## src/rtl/if_fetch_queue.sv

```systemverilog
// Fetch-to-decode decoupling FIFO of {pc, inst} pairs. Head entry is presented first-word-fall-through.
// Optional stall performance counter when IFQ_PERF_EN is defined.
module if_fetch_queue #(
   parameter int PTR_W  = 2,
   parameter int INST_W = 32
) (
   input  logic              clk,
   input  logic              rst,
   input  logic              if_valid,
   input  logic [INST_W-1:0] if_pc,
   input  logic [INST_W-1:0] if_inst,
   output logic              if_stall,
   input  logic              flush,
   input  logic              id_ready,
   output logic              id_valid,
   output logic [INST_W-1:0] id_pc,
`ifdef IFQ_PERF_EN
   output logic [31:0]       perf_stall_cnt,
`endif
   output logic [INST_W-1:0] id_inst
);

   localparam int DEPTH = 2 ** PTR_W;
   localparam logic [PTR_W:0] FULL_CNT = (PTR_W + 1)'(DEPTH);

   logic [INST_W-1:0] pc_mem_r   [DEPTH];
   logic [INST_W-1:0] inst_mem_r [DEPTH];
   logic [PTR_W-1:0]  wr_ptr_r;
   logic [PTR_W-1:0]  rd_ptr_r;
   logic [PTR_W:0]    count_r;
   logic [PTR_W:0]    count_nxt_s;
   logic              push_s;
   logic              pop_s;

   // Handshake qualification; flush suppresses both push and pop.
   always_comb begin
      push_s = if_valid && !if_stall && !flush;
      pop_s  = id_valid && id_ready && !flush;
   end

   // Occupancy next value.
   always_comb begin
      case ({push_s, pop_s})
         2'b10:   count_nxt_s = count_r + {{PTR_W{1'b0}}, 1'b1};
         2'b01:   count_nxt_s = count_r - {{PTR_W{1'b0}}, 1'b1};
         default: count_nxt_s = count_r;
      endcase
   end

   // Pointer and occupancy registers; reset and flush both empty the queue.
   always_ff @(posedge clk) begin
      if (rst || flush) begin
         wr_ptr_r <= '0;
         rd_ptr_r <= '0;
         count_r  <= '0;
      end else begin
         if (push_s) begin
            wr_ptr_r <= wr_ptr_r + {{(PTR_W-1){1'b0}}, 1'b1};
         end
         if (pop_s) begin
            rd_ptr_r <= rd_ptr_r + {{(PTR_W-1){1'b0}}, 1'b1};
         end
         count_r <= count_nxt_s;
      end
   end

   // Storage write; contents are don't-care after reset so no reset is applied.
   always_ff @(posedge clk) begin
      if (push_s && !rst) begin
         pc_mem_r[wr_ptr_r]   <= if_pc;
         inst_mem_r[wr_ptr_r] <= if_inst;
      end
   end

   // Outputs depend only on registered state; empty head reads as zero (NOP).
   always_comb begin
      id_valid = (count_r != '0);
      if_stall = (count_r == FULL_CNT);
      if (id_valid) begin
         id_pc   = pc_mem_r[rd_ptr_r];
         id_inst = inst_mem_r[rd_ptr_r];
      end else begin
         id_pc   = '0;
         id_inst = '0;
      end
   end

`ifdef IFQ_PERF_EN
   logic [31:0] perf_stall_cnt_r;

   // Saturating count of cycles in which fetch was refused; only reset clears it.
   always_ff @(posedge clk) begin
      if (rst) begin
         perf_stall_cnt_r <= 32'h0000_0000;
      end else if (if_valid && if_stall && (perf_stall_cnt_r != 32'hFFFF_FFFF)) begin
         perf_stall_cnt_r <= perf_stall_cnt_r + 32'h0000_0001;
      end
   end

   assign perf_stall_cnt = perf_stall_cnt_r;
`endif

   if_fetch_queue_chk #(.PTR_W(PTR_W)) u_chk (
      .clk   (clk),
      .rst   (rst),
      .count (count_r)
   );

endmodule

// Occupancy bound checker; an underflow would wrap the count above DEPTH and trip the same check.
module if_fetch_queue_chk #(
   parameter int PTR_W = 2
) (
   input logic             clk,
   input logic             rst,
   input logic [PTR_W:0]   count
);

   localparam logic [PTR_W:0] FULL_CNT = (PTR_W + 1)'(2 ** PTR_W);

   a_count_bound: assert property (@(posedge clk) disable iff (rst) count <= FULL_CNT)
      else $error("if_fetch_queue count out of range: %0d", count);

endmodule
```

## config.mk

```make
export PLATFORM = sky130hd
export DESIGN_NAME = if_fetch_queue
export DESIGN_NICKNAME = d
export VERILOG_FILES = /design/src/rtl/if_fetch_queue.sv
export SDC_FILE = /design/constraint.sdc
export NUM_CORES = 1
export LEC_CHECK = 0
export BUFFER_PORTS_ARGS = -buffer_cell sky130_fd_sc_hd__buf_2
export CAP_MARGIN = 20
export CORE_UTILIZATION = 55
export DETAILED_ROUTE_END_ITERATION = 8
export PLACE_DENSITY_LB_ADDON = 0.15
export SYNTH_ARGS = -nofsm -noshare
export SYNTH_HDL_FRONTEND = slang
export SYNTH_HIERARCHICAL = 1
export SYNTH_SLANG_ARGS = --single-unit
```

## constraint.sdc

```tcl
create_clock -name clk -period 11.1 [get_ports clk]
set_clock_uncertainty 0.2 [all_clocks]
set_input_delay 0.555 -clock clk [delete_from_list [all_inputs] [get_ports clk]]
set_output_delay 0.555 -clock clk [all_outputs]
set_load 0.005 [all_outputs]
```

* After elaboration in Yosys (flattened, before gate mapping)
Memory sizes are Yosys's and may differ from the RTL's. A register that Yosys moved wholly into a read port is not among the register bits.
Cells that the tools add are included.
Widths: inputs -> output; s select.
** Storage, ports and cells
- Register bits :: 7
- RAM bits :: 256
- Input bits :: 69
- Output and inout bits :: 66
- Logic and storage cells :: 32
- Memories kept :: 2
** Memories
- inst_mem_r :: depth 4, bits a word 32, rd ports 1, clocked after memory_dff 1, write ports 1, RTL line 27 : logic [INST_W-1:0] inst_mem_r [DEPTH];
- pc_mem_r :: depth 4, bits a word 32, rd ports 1, clocked after memory_dff 1, write ports 1, RTL line 26 : logic [INST_W-1:0] pc_mem_r [DEPTH];
** Operators by class
- Add/subtract/negate cells :: 4
- Eq/ne operators :: 3
- Multiplexer cells :: 9
- Reductions and logical operators :: 11
** Operators by type and width (count)
- $mux 32 :: 2
- $mux 2 :: 4
- $pmux 3 s2 :: 1
- $logic_and 1x1->1 :: 5
- $add 2x1->2 const B :: 2
- $add 3x1->3 const B :: 1
- $eq 3x3->1 const B :: 1
- $logic_not 1->1 :: 3
- $reduce_bool 3->1 :: 1
- $sub 3x1->3 const B :: 1
- $eq 2x1->1 const B :: 1
- $eq 2x2->1 const B :: 1
- $mux 1 :: 2
- $reduce_bool 2->1 :: 1
- $logic_or 1x1->1 :: 1

* Logic depth before layout (Yosys ltp)
- Word-level depth :: 7
- Depth in mapped cells :: 9
- Depth with buffers taken out :: 8

* Worst setup path before layout
Ideal clock, no wire load.
- Kind :: in2reg
- Start point :: input port flush
- End point :: memory inst_mem_r[1][0], enable pin
- Library setup time :: 475 ps
- Arrival time :: 3616 ps
- Data required time :: 10425 ps
- Slack :: 6809 ps
- Cell stages on the path :: 3
- Path buffers :: 1
- Cell sequence :: or3b_1 buf_4 nor3b_2
** Between the ends
- Longest elaborated chain between the ends :: 5
** Ends and longest elaborated chain
- start, declared :: RTL line 13 : input logic flush,
- $logic_not 1->1 :: RTL line 37 : push_s = if_valid && !if_stall && !flush;
- $logic_and 1x1->1 :: RTL line 37
- $logic_and 1x1->1 :: RTL line 69 : if (push_s && !rst) begin
- $mux 1 :: RTL line 69
- $mux 1 (not written as such) :: RTL line 71 : inst_mem_r[wr_ptr_r] <= if_inst;
- end, declared :: RTL line 27
Every way passes these cells.

==> results.txt <==
# setup viols final -> 0
slowest cell on the critical path -> buf_4
Yosys top cell by area -> edfxtp_1
antenna violations before repair -> 2
CTS resizes -> 0
mapped cell area -> 0.0102 mm²
via count -> 4832
via/cell ratio -> 5.63
Post-CTS Setup Bufs -> 0
Core Area -> 0.0181 mm²
Critical Path AT -> 2880 ps
part of the cycle the worst path needs -> 32.8%
die height -> 138 µm
# nets final -> 683
worst ir drop on vdd -> 0.111 mV
CTS Buf Count -> 26
synth top area cells -> edfxtp_1 75%, mux4_2 13%, and2_1 3.9%
Yosys reg bits -> 265
post-synthesis sequential area ratio -> 76.8%
FF-to-FF Start -> count_r[2]
hold crit path type -> primary input to flip-flop
Worst Reg-to-Reg Cells -> 8
CP Class -> flip-flop to output port
CP Capture Type -> output port
ratio of total power to cell area -> 166 mW/mm²
synth unique cells -> 27
Initial Util -> 56.7%
top achievable clock speed -> 0.275 GHz
Initial DRT Pass Iterations -> 6
Synth Area per Inst -> 22.3 µm²
failing checks -> design-rule violations
Synth top area share -> 75.0%
DRC Markers -> 24
gr ovfl total -> 0
worst hold margin -> 51.6 ps
I/O Pins -> 135
ratio of cells with drive above 1 in the final layout -> 39.6%
# H-tree levels -> 1
largest net degree at the start of global routing -> 65
worst-margin pin slew -> 1020 ps
hold_buf cts -> 0
CP max FO -> 45
Worst-Skew Late Latency -> 510 ps
Reg clk slew, reported paths -> 60 ps
RSZ-0062 raised after global routing -> false
crit path buf inv count -> 2
CTS Root Cell -> clkbuf_16
Die X -> 138 µm
Cells after Synth -> 459
Rel. slew slack -> 32.3%
Endpoint, Worst Hold -> inst_mem_r[1][17]
syn nets -> 534
Leakage -> 0.00412 µW
vias in the first global route -> 5211
synth warn -> 6
Top delay family on crit path -> buffers and inverters
die area -> 0.0192 mm²
DP HPWL -> 10700 µm
Crit path largest cell delay -> 800 ps
drt wl/cell -> 21.5 µm
PortBufs -> 134
Critical Path Source Type -> flip-flop
max_cap viols -> 0
Site Rows -> 49
Total Routing Usage GR -> 19.8%
clock sinks -> 265
starting DRC count in detailed routing -> 324
fin. max-slew vios -> 0
CTS tree -> yes
CP Cell Sequence -> buf_4 > mux4_2 > and2_1 > buf_2
Worst Path Required -> 10350 ps
P&R area growth vs syn -> 16.4%
first-pass GRT wire length -> 28700 µm
total power -> 1980 µW
worst hold stages -> 1
Final Hold Vio Count -> 0
DRT antenna net count -> 0
r2r setup slk -> 8300 ps
outcome -> finished with violations
setup TNS -> 0 ps
WL final -> 18500 µm
FF-to-FF End -> count_r[2]
worst hold start -> if_inst[17]
Longest Clk Path Bufs -> 3
GPL Wtd Cong -> 0.711
Min Clock Period, post-route -> 3640 ps
## stage by stage
stage                     cell area (µm²)  util (%)  cells  setup slack (ps)
final                               11900      65.9    858              7460
after detailed placement            11100      61.5    809              7880
after CTS                           11900      65.9    857              7330
after global placement              11100      61.4    808              7900
after global routing                11900      65.9    857              7210
after floorplan                     10200         -    459              6810
## final cells by class
class / count / area, µm²
Fill cell: 1193 / 6160
Tap cell: 229 / 287
Clock inverter: 19 / 116
Inverter: 5 / 18.8
Multi-Input combinational cell: 166 / 2180
Antenna cell: 1 / 2.50
Sequential cell: 265 / 7880
Clock buffer: 29 / 683
Timing Repair Buffer: 144 / 758
## synth_stat cells, drive strengths merged
cell,count
a21oi,2
and2,64
buf,14
clkbuf,9
dfxtp,9
edfxtp,256
fa,1
ha,5
inv,5
mux2i,2
mux4,64
nand2,4
nor2,8
nor3b,5
o21ai,1
o311ai,1
o31ai,1
or2,1
or3,2
or3b,1
xor2,4
## cell families (layout without fill, tap and decap cells)
family,count (synthesis),count (layout),share of synthesized area (%)
xor+xnor,4,4,0.342
buf+inv,28,197,2.17
other cells,0,1,0
mux,66,66,14.4
flops,265,265,76.8
fa+ha+maj,6,6,0.806
simple gates,85,85,5.18
compound gates,5,5,0.305
## routing by layer
layer	up-vias	wire [µm]	GRT usage (%)
met4	0	224	4.67
li1	2164	-	-
met3	20	1040	4.19
met2	133	9560	35.3
met1	2515	7630	25.1
met5	-	0	0
## registers in the layout, summed over array words and instances (netlist names), named ones only
name and count:
wr_ptr_r 2, rd_ptr_r 2, pc_mem_r 128, inst_mem_r 128, count_r 3
## layout by cell type (no fill, tap or decap)
master / synthesis / layout
or3_1: 2 / 1
or3_2: 0 / 1
buf_4: 1 / 9
o31ai_1: 1 / 1
clkinv_1: 0 / 9
mux2i_1: 2 / 2
ha_1: 5 / 5
nor3b_1: 1 / 1
or3b_1: 1 / 1
nor3b_4: 0 / 4
dfxtp_4: 0 / 2
clkinvlp_4: 0 / 3
clkbuf_16: 0 / 27
fa_1: 1 / 1
o311ai_0: 1 / 1
inv_1: 5 / 5
clkbuf_1: 8 / 2
diode_2: 0 / 1
mux4_1: 4 / 4
mux4_2: 60 / 60
dfxtp_1: 9 / 7
or2_2: 1 / 1
buf_12: 6 / 1
bufinv_16: 0 / 1
xor2_1: 4 / 4
o21ai_0: 1 / 1
clkinv_2: 0 / 6
nand2_1: 4 / 4
nor2_1: 8 / 8
buf_2: 6 / 134
edfxtp_1: 256 / 256
a21oi_1: 2 / 2
and2_1: 64 / 64
## how the worst max path moves through the flow
stage,end,cells past startpoint
floorplan,inst_mem_r[1][0],3
global placement,id_pc[1],4
detailed placement,id_pc[27],4
CTS,id_pc[27],4
global route,id_pc[1],4
finish,id_pc[27],4
## power breakdown
part | total [µW] | internal (µW) | switching, µW
logic | 62.8 | 29.0 | 33.8
registers | 1110 | 1110 | 3.02
clock network | 810 | 464 | 346
Note: power is estimated with default switching activity, not from simulation.
